## config.mk

```make
export PLATFORM = sky130hd
export DESIGN_NAME = alu_instr_sequencer
export DESIGN_NICKNAME = d
export VERILOG_FILES = /design/src/rtl/alu_instr_sequencer_pkg.sv /design/src/rtl/alu_instr_sequencer_fifo.sv /design/src/rtl/alu_instr_sequencer.sv
export SDC_FILE = /design/constraint.sdc
export NUM_CORES = 1
export LEC_CHECK = 0
export BUFFER_PORTS_ARGS = -buffer_cell sky130_fd_sc_hd__buf_2
export CORE_UTILIZATION = 55
export DETAILED_ROUTE_END_ITERATION = 16
export PLACE_DENSITY = 0.84
export SLEW_MARGIN = 20
export SYNTH_ARGS = -nofsm -noshare
export SYNTH_HDL_FRONTEND = slang
export SYNTH_SLANG_ARGS = --single-unit
```

## constraint.sdc

```tcl
create_clock -name CLK -period 3.4 [get_ports CLK]
set_clock_uncertainty 0.1 [all_clocks]
set_input_delay 0.68 -clock CLK [delete_from_list [all_inputs] [get_ports CLK]]
set_output_delay 0.68 -clock CLK [all_outputs]
set_load 0.02 [all_outputs]
```

## src/rtl/alu_instr_sequencer_pkg.sv

```systemverilog
// Shared encodings for the instruction sequencer: instruction layout,
// instruction types and FSM states.
package alu_seq_pkg;

   localparam logic [1:0] TYPE_ALU = 2'b00;
   localparam logic [1:0] TYPE_LI  = 2'b01;

   // Field layout of a 32-bit micro-instruction; rs2 aliases imm[4:0] (bits 14:10).
   typedef struct packed {
      logic [1:0]  itype;
      logic [1:0]  alu_op;
      logic [1:0]  rsvd;
      logic [15:0] imm;
      logic [4:0]  rs1;
      logic [4:0]  rd;
   } instr_t;

   typedef enum logic [1:0] {
      ST_IDLE,
      ST_EXEC,
      ST_WB,
      ST_ILL
   } state_t;

   function automatic logic is_legal(input instr_t ins);
      return (ins.itype == TYPE_ALU) || (ins.itype == TYPE_LI);
   endfunction

   function automatic logic [4:0] rs2_of(input instr_t ins);
      return ins.imm[4:0];
   endfunction

endpackage

```

## src/rtl/alu_instr_sequencer_fifo.sv

```systemverilog
// Synchronous instruction FIFO with a separate occupancy count; no
// write-to-read bypass, so a word pushed into an empty FIFO is visible next cycle.
module instr_fifo #(
   parameter int WIDTH = 32,
   parameter int DEPTH = 4
) (
   input  logic             clk,
   input  logic             rst_n,
   input  logic             push,
   input  logic             pop,
   input  logic [WIDTH-1:0] din,
   output logic [WIDTH-1:0] dout,
   output logic             full,
   output logic             empty
);

   localparam int AW = (DEPTH > 1) ? $clog2(DEPTH) : 1;
   localparam logic [AW:0] FULL_CNT = (AW+1)'(DEPTH);

   logic [WIDTH-1:0] mem [DEPTH];
   logic [AW-1:0]    wr_ptr;
   logic [AW-1:0]    rd_ptr;
   logic [AW:0]      count;
   logic             do_push;
   logic             do_pop;

   assign full    = (count == FULL_CNT);
   assign empty   = (count == '0);
   assign do_pop  = pop && !empty;
   assign do_push = push && (!full || do_pop);
   assign dout    = mem[rd_ptr];

   always_ff @(posedge clk) begin
      if (do_push) mem[wr_ptr] <= din;
   end

   // Pointers wrap naturally because DEPTH is a power of two.
   always_ff @(posedge clk or negedge rst_n) begin
      if (!rst_n) begin
         wr_ptr <= '0;
         rd_ptr <= '0;
         count  <= '0;
      end else begin
         if (do_push) wr_ptr <= wr_ptr + 1'b1;
         if (do_pop)  rd_ptr <= rd_ptr + 1'b1;
         case ({do_push, do_pop})
            2'b10:   count <= count + 1'b1;
            2'b01:   count <= count - 1'b1;
            default: count <= count;
         endcase
      end
   end

endmodule

```

## src/rtl/alu_instr_sequencer.sv

```systemverilog
// Control stage for the regfile + ALU datapath: buffers micro-instructions
// and steps each through read, result capture and write-back.
module alu_instr_sequencer
   import alu_seq_pkg::*;
#(
   parameter int FIFO_DEPTH = 4,
   parameter bit ZERO_REG   = 1'b1
) (
   input  logic        CLK,
   input  logic        RST_N,
   input  logic        in_valid,
   output logic        in_ready,
   input  logic [31:0] in_instr,
   output logic [4:0]  A1,
   output logic [4:0]  A2,
   output logic [1:0]  ALUOp,
   input  logic [31:0] ALUResult,
   output logic [4:0]  A3,
   output logic [31:0] WD3,
   output logic        WE3,
   output logic        res_valid,
   output logic [4:0]  res_rd,
   output logic [31:0] res_data,
   output logic        illegal,
   output logic        busy
);

   state_t      state;
   instr_t      ir;
   logic [31:0] res;
   logic [31:0] fifo_dout;
   logic        fifo_full;
   logic        fifo_empty;
   logic        fifo_push;
   logic        fifo_pop;
   logic        unused_rsvd;

   assign in_ready  = !fifo_full;
   assign fifo_push = in_valid && in_ready;
   assign fifo_pop  = (state == ST_IDLE) && !fifo_empty;

   instr_fifo #(
      .WIDTH (32),
      .DEPTH (FIFO_DEPTH)
   ) u_fifo (
      .clk   (CLK),
      .rst_n (RST_N),
      .push  (fifo_push),
      .pop   (fifo_pop),
      .din   (in_instr),
      .dout  (fifo_dout),
      .full  (fifo_full),
      .empty (fifo_empty)
   );

   always_ff @(posedge CLK or negedge RST_N) begin
      if (!RST_N) begin
         state <= ST_IDLE;
         ir    <= '0;
         res   <= '0;
      end else begin
         case (state)
            ST_IDLE: begin
               if (!fifo_empty) begin
                  ir    <= instr_t'(fifo_dout);
                  state <= is_legal(instr_t'(fifo_dout)) ? ST_EXEC : ST_ILL;
               end
            end
            ST_EXEC: begin
               res   <= (ir.itype == TYPE_ALU) ? ALUResult : {16'h0000, ir.imm};
               state <= ST_WB;
            end
            ST_WB:   state <= ST_IDLE;
            default: state <= ST_IDLE;
         endcase
      end
   end

   // Strobes are pure decodes of registered state, so reset clears them immediately.
   assign A1        = ir.rs1;
   assign A2        = rs2_of(ir);
   assign ALUOp     = ir.alu_op;
   assign A3        = ir.rd;
   assign WD3       = res;
   assign WE3       = (state == ST_WB) && !(ZERO_REG && (ir.rd == 5'd0));
   assign res_valid = (state == ST_WB);
   assign res_rd    = ir.rd;
   assign res_data  = res;
   assign illegal   = (state == ST_ILL);
   assign busy      = (state != ST_IDLE) || !fifo_empty;

   assign unused_rsvd = ^ir.rsvd;

endmodule

```

==> results by group, run 1 <==
Floorplan
  – Num ports: 158
  – Num rows: 43
  – Core Area: 13,900 um2
  – Die Height: around 120 um
  – Die width: 121 um
  – Initial Util: 56.5%
  – Total die area: about 15,000 um2

Worst setup path
  – CP Capture Type: output port
  – Critical path's largest stage delay: between 500 and 600 ps
  – Critical path cell sequence: or4_1, o21a_1, buf_2
  – Slowest CP cell: or4_1
  – Startpoint types: register
  – CP Max Fanout: 4
  – Worst Path Required: 2620 ps
  – CP Class: reg2out
  – Arr. time, crit path: 1690 ps

Drt
  – DR WL/cell: 18.9 um
  – Drt total wl: 13,800 um
  – Drc violations: 0
  – Starting DRT DRC Count: 147
  – Antenna Nets Post-Route: 0
  – Vias per cell: about 5.4
  – 1st-pass router iterations: 4
  – Routed via count: between 3,000 and 4,000

Power and ir drop
  – VDD IR-drop max: 676 uV
  – Tot Pwr: 8790 uW
  – P_leak: 0.00370 uW
  – P per Cell Area: between 900 and 1000 nW/um2

STA
  – F_max: 404 MHz
  – Final hold violations: 0
  – RSZ-0062 raised after global routing: false
  – Worst slew margin: 39.6%
  – Min Tclk post-route: 2470 ps
  – Count of final setup violators: 0
  – Period utilization: 72.8%
  – Max-slew violations: 0
  – Final TNS setup: 0 ps
  – Least-Margin Pin Slew: 906 ps
  – Final worst slack: around 930 ps

Min path
  – HP Class: in2async

CTS
  – Post-CTS Setup Inserts: 0
  – Num CTS Buffers: 17
  – CTS Buffer Depth: 2
  – Cts repair resizes: 0
  – Clock slew at reported path FFs: 70 ps
  – H-Tree Depth: 4
  – Root buf cell: clkbuf_16
  – Sink Count: 191
  – CTS tree: built
  – Clk_lat worst skew: 430 ps
  – Hold buffer count at cts: 0

Placed design
  – Dpl hpwl: 8760 um
  – Gpl congestion: around 0.7
  – Placed cells: 696
  – I/O Buffers: 155
  – DP Worst Slack: 1160 ps

Finish
  – Area Growth Syn to Fin: 13.8%
  – Share of cells above drive strength 1: 48.4%
  – Finished Layout Cells: 728
  – Final net count: 608
  – Number of diodes: 0

Global routing
  – Gr ovfl total: 0
  – Global-route wire length before repair: roughly 21,000 um
  – Largest net degree at the start of global routing: 72
  – Vias in the first global route: between 3,000 and 4,000
  – Antenna violations before repair: 0
  – GR Util All Layers: 19.8%

Synth
  – Unique masters post-synth: 35
  – Post-Syn Area: 7840 um2
  – Number of synthesized flops with an enable pin: between 100 and 150
  – Most common flop cell mapped by yosys: edfxtp_1
  – Yosys top cell by area: edfxtp_1
  – Share of the synthesized area in the top cell type: ~46%
  – Synth warn: 0
  – Post-synthesis sequential area ratio: 68.6%
  – Synth top cells by count: edfxtp_1 (120), dfrtp_1 (71), buf_4 (58), mux2_4 (29), mux4_2 (28)
  – Syn Nets: 498
  – FFs w/ async S/R, synth: 37.2%
  – Synthesized flop and latch total: 191
  – Synthesized area per cell: 18.4 um2
  – Synth area leaders: edfxtp_1 (46%), dfrtp_1 (23%), mux4_2 (8.0%)
  – Most common cell in the netlist: edfxtp_1
  – Syn Inst Count: 425

Status
  – Status: completed

Run
  – Max Cap Viol: 0
==> cells by family after synthesis <==
group,Yosys count,synth area share [%]
flops,191,68.6
simple gates,35,2.68
fa+ha+maj,6,1.05
compound gates,34,3.00
xor+xnor,6,0.670
mux,78,16.7
buf+inv,75,7.21
==> path summary, 6_finish.rpt <==
check                                start          endpoint  slack (ps)  cells past startpoint
setup / recovery                     A3[0]               WE3         930                      3
hold / removal                       RST_N             A2[2]         300                      1
setup reg to reg           u_fifo.count[0]   u_fifo.count[1]        1140                      6
hold reg to reg                    WD3[14]           WD3[14]         400                      2
max in group asynchronous            RST_N  u_fifo.rd_ptr[0]        2270                      1
min in group CLK               in_instr[0]  u_fifo.mem[3][0]         370                      1
==> layout by cell type (no fill, tap or decap), types with 2 or more instances in the layout <==
master      count
nor2_1          2
buf_2         154
ha_1            5
clkinv_4        3
a22o_1         16
mux4_2         28
xnor2_1         4
inv_6           3
inv_1           4
mux2i_1        16
mux4_1          2
dfrtp_1        70
edfxtp_1      120
clkinvlp_4      3
xor2_1          2
o21ai_0        16
nor3_4          3
mux2_2          3
nand2_1        17
and3_2          4
buf_4           8
clkbuf_16      17
mux2_4         29
clkinv_2        3
==> state kept, by name, summed over array words and instances, names as in the netlist <==
register and count:
A1 5, A2 5, A3 5, ALUOp 2, WD3 32, ir 13, state 2, u_fifo.count 3
u_fifo.mem 120, u_fifo.rd_ptr 2, u_fifo.wr_ptr 2
==> per-layer routing <==
metal	vias to the layer above	share of wire, %	global-route usage [%]
li1	1784	-	-
met1	1989	42	25.0
met2	151	51	32.8
met3	22	5.7	4.65
met4	0	2.1	8.64
met5	-	0	0
==> power by group <==
group | switching [uW] | total (uW) | internal (uW)
Combinational | 1700 | 3250 | 1550
Clock | 858 | 1880 | 1020
Sequential | 468 | 3660 | 3190
==> stage by stage <==
step	util, %	cell area [um2]	hold slack (ps)
finish	64.3	8920	304
global route	64.3	8920	357
CTS	64.3	8920	328
detailed placement	60.2	8350	387
global placement	60.2	8350	373
floorplan	-	7840	284
==> cell type report <==
cell class / instances / area [um2]
Clock buffer: 18 / 429
Clock inverter: 14 / 136
Fill cell: 1009 / 4960
Inverter: 4 / 15.0
Multi-Input combinational cell: 159 / 1900
Sequential cell: 191 / 5380
Tap cell: 180 / 225
Timing Repair Buffer: 162 / 831
==> critical path, delay by kind of cell (launching register included) <==
family,cells,cell delay (ps)
AO/OA/AOI/OAI,1,170
buffers and inverters,1,150
flip-flops,1,420
AND/OR/NAND/NOR,1,530
Note: power is estimated with default switching activity, not from simulation.
==> inputs of run 2 (changes only) <==
- clock period: 3.4 -> 2.35 ns (I/O delays scaled with it)
==> run 2 against run 1 <==
Compared with the run above:
- global-route usage increased by 0.14 points
- cell count increased by 0.41%
- via count decreased by 1.2%
- wire length decreased by 0.36%
- clock-buffer cell count increased by 2
- largest power group unchanged
==> results by group, run 2 (synthesized netlist as in run 1, its figures left out) <==
Status
  – Status: completed

Min path
  – HP Class: in2reg
  – HP Start: in_instr[19]
  – Hold Path Cell Cnt: 1
  – Worst Hold End: u_fifo.mem[0][19]

Finish
  – FILL cells: 951 (-5.7%)
  – Area Growth Syn to Fin: 15.7%
  – Final net count: 611 (+0.49%)
  – Share of cells above drive strength 1: 48.1% (-0.26 points)
  – Multi-input logic area: 1900 um2 (unchanged)
  – Top reg by flops: u_fifo.mem
  – Number of diodes: 0 (unchanged)
  – Sequential Area: 5380 um2 (unchanged)
  – Max reg flops: 120 (unchanged)
  – Commonest non-fill, non-tap cell in the layout: buf_2
  – Final design utilization: 65.3% (+1.1 points)
  – Most frequent cells in the layout: buf_2 (154), edfxtp_1 (120), dfrtp_1 (70)

CTS
  – Clk_lat worst skew: 420 ps (about the same)
  – Num CTS Buffers: 17 (unchanged)
  – CTS Buffer Depth: 2 (unchanged)
  – Root buf cell: clkbuf_16
  – Sink Count: 191 (unchanged)
  – H-Tree Depth: 4 (unchanged)
  – Clock slew at reported path FFs: 70 ps (about the same)
  – CTS tree: built

Power and ir drop
  – P_leak: 0.00377 uW (+1.9%)
  – VDD IR-drop max: 767 uV (+13%)
  – P per Cell Area: 1460 nW/um2 (+48%)

Placed design
  – Gpl congestion: 0.674 (-1.7%)
  – Dpl hpwl: 8790 um (+0.40%)
  – I/O Buffers: 155 (unchanged)

Worst setup path
  – R2r worst-path depth: 6 (unchanged)
  – Arr. time, crit path: 1680 ps (about the same)
  – Worst Path Required: 1780 ps (-840 ps)
  – CP Capture Type: output port
  – Slowest CP cell: or4_1
  – Critical path cell sequence: or4_1, o21a_1, buf_2
  – CP Max Fanout: 4 (unchanged)
  – CP Class: reg2out
  – FF-to-FF Start: u_fifo.count[1]
  – Critical path's largest stage delay: 510 ps (-20 ps)
  – Setup slack, reg-to-reg: 100 ps (-1040 ps)
  – RR Endpoint: u_fifo.count[1]
  – Startpoint types: register

Drt
  – Drt total wl: 13,700 um (-0.36%)
  – Drc violations: 0 (unchanged)
  – Antenna Nets Post-Route: 0 (unchanged)
  – DR WL/cell: 18.7 um (-0.77%)
  – Starting DRT DRC Count: 151 (+2.7%)
  – 1st-pass router iterations: 6 (+2)
  – Routed via count: 3,899 (-1.2%)
  – Vias per cell: 5.33 (-1.6%)

Global routing
  – Antenna violations before repair: 2 (+2)
  – Largest net degree at the start of global routing: 41 (-43%)
  – Global-route wire length before repair: 21,300 um (+1.1%)
  – GR Util All Layers: 20.0% (+0.14 points)
  – Gr ovfl total: 0 (unchanged)
  – Vias in the first global route: 3,905 (-1.1%)

Floorplan
  – Num rows: 43 (unchanged)
  – Num ports: 158 (unchanged)
  – Initial Util: 56.5% (unchanged)
  – Core Area: 13,900 um2 (unchanged)
  – Total die area: 14,700 um2 (unchanged)
  – Die width: 121 um (unchanged)
  – Die Height: 121 um (unchanged)

STA
  – Worst slew margin: 43.0% (+3.4 points)
  – Count of final setup violators: 0 (unchanged)
  – RSZ-0062 raised after global routing: false
  – F_max: 444 MHz
  – Max-slew violations: 0 (unchanged)
  – Period utilization: a little over nine tenths
  – Least-Margin Pin Slew: 855 ps (-50.4 ps)
  – Final TNS setup: 0 ps (unchanged)
  – Final hold violations: 0 (unchanged)
  – Min Tclk post-route: 2250 ps

Run
  – Max Cap Viol: 0 (unchanged)
==> run 2: area by class of cell <==
class / count / share of cell area [%]
clock buffer: 20 / 4.81
clock inverter: 12 / 2.54
inverter: 4 / 0.166
multi-input combinational: 159 / 21.0
sequential: 191 / 59.3
tap: 180 / 2.48
timing repair buffer: 165 / 9.71
==> run 2: how the worst max path moves through the flow <==
stage                           end            start  slack (ps)
detailed placement  u_fifo.count[1]  u_fifo.count[1]         130
global placement    u_fifo.count[1]  u_fifo.count[1]         200
global route                    WE3            A3[3]          30
finish                          WE3            A3[3]         100
CTS                             WE3            A3[3]          70
floorplan           u_fifo.count[1]  u_fifo.count[0]         150
==> run 2: stage by stage <==
step / instances / instance area, um2 / worst slack [ps] / hold slack (ps) / total power, uW
2_1_floorplan: 425 / 7840 / 150 / 74.4 / 9370
3_3_place_gp: 698 / 8390 / 199 / 372 / 9930
3_5_place_dp: 698 / 8390 / 128 / 396 / 10100
4_1_cts: 731 / 9070 / 73.6 / 140 / 13400
5_1_grt: 731 / 9070 / 25.9 / 142 / 13900
6_report: 731 / 9070 / 98.0 / 162 / 13200
==> run 2: what timing repair did <==
item                                   4_1_cts  5_1_grt
hold buffers                                 1        0
endpoints found under the hold margin       39        0
setup buffers                                0        0
resized for setup                            0        0
==> run 2: layer usage <==
metal	routed length [um]	track usage (%)	up-vias
met5	30	0	-
met4	195	7.87	4
met3	757	5.03	20
met2	6780	32.7	138
met1	5940	25.6	1949
li1	-	-	1788
==> run 2: worst max-delay path, delay by kind of cell, from the launching register on <==
family	cells	cell delay, ps
simple gates	1	510
buf+inv	1	150
flops	1	430
compound gates	1	170
==> run 2: where the power goes <==
part           switching, uW  total, uW  leakage, uW  internal, uW
clock network           1200       3210     0.000316          2010
logic                   2530       4800      0.00149          2280
registers                602       5230      0.00197          4620
total                   4330      13200      0.00377          8910
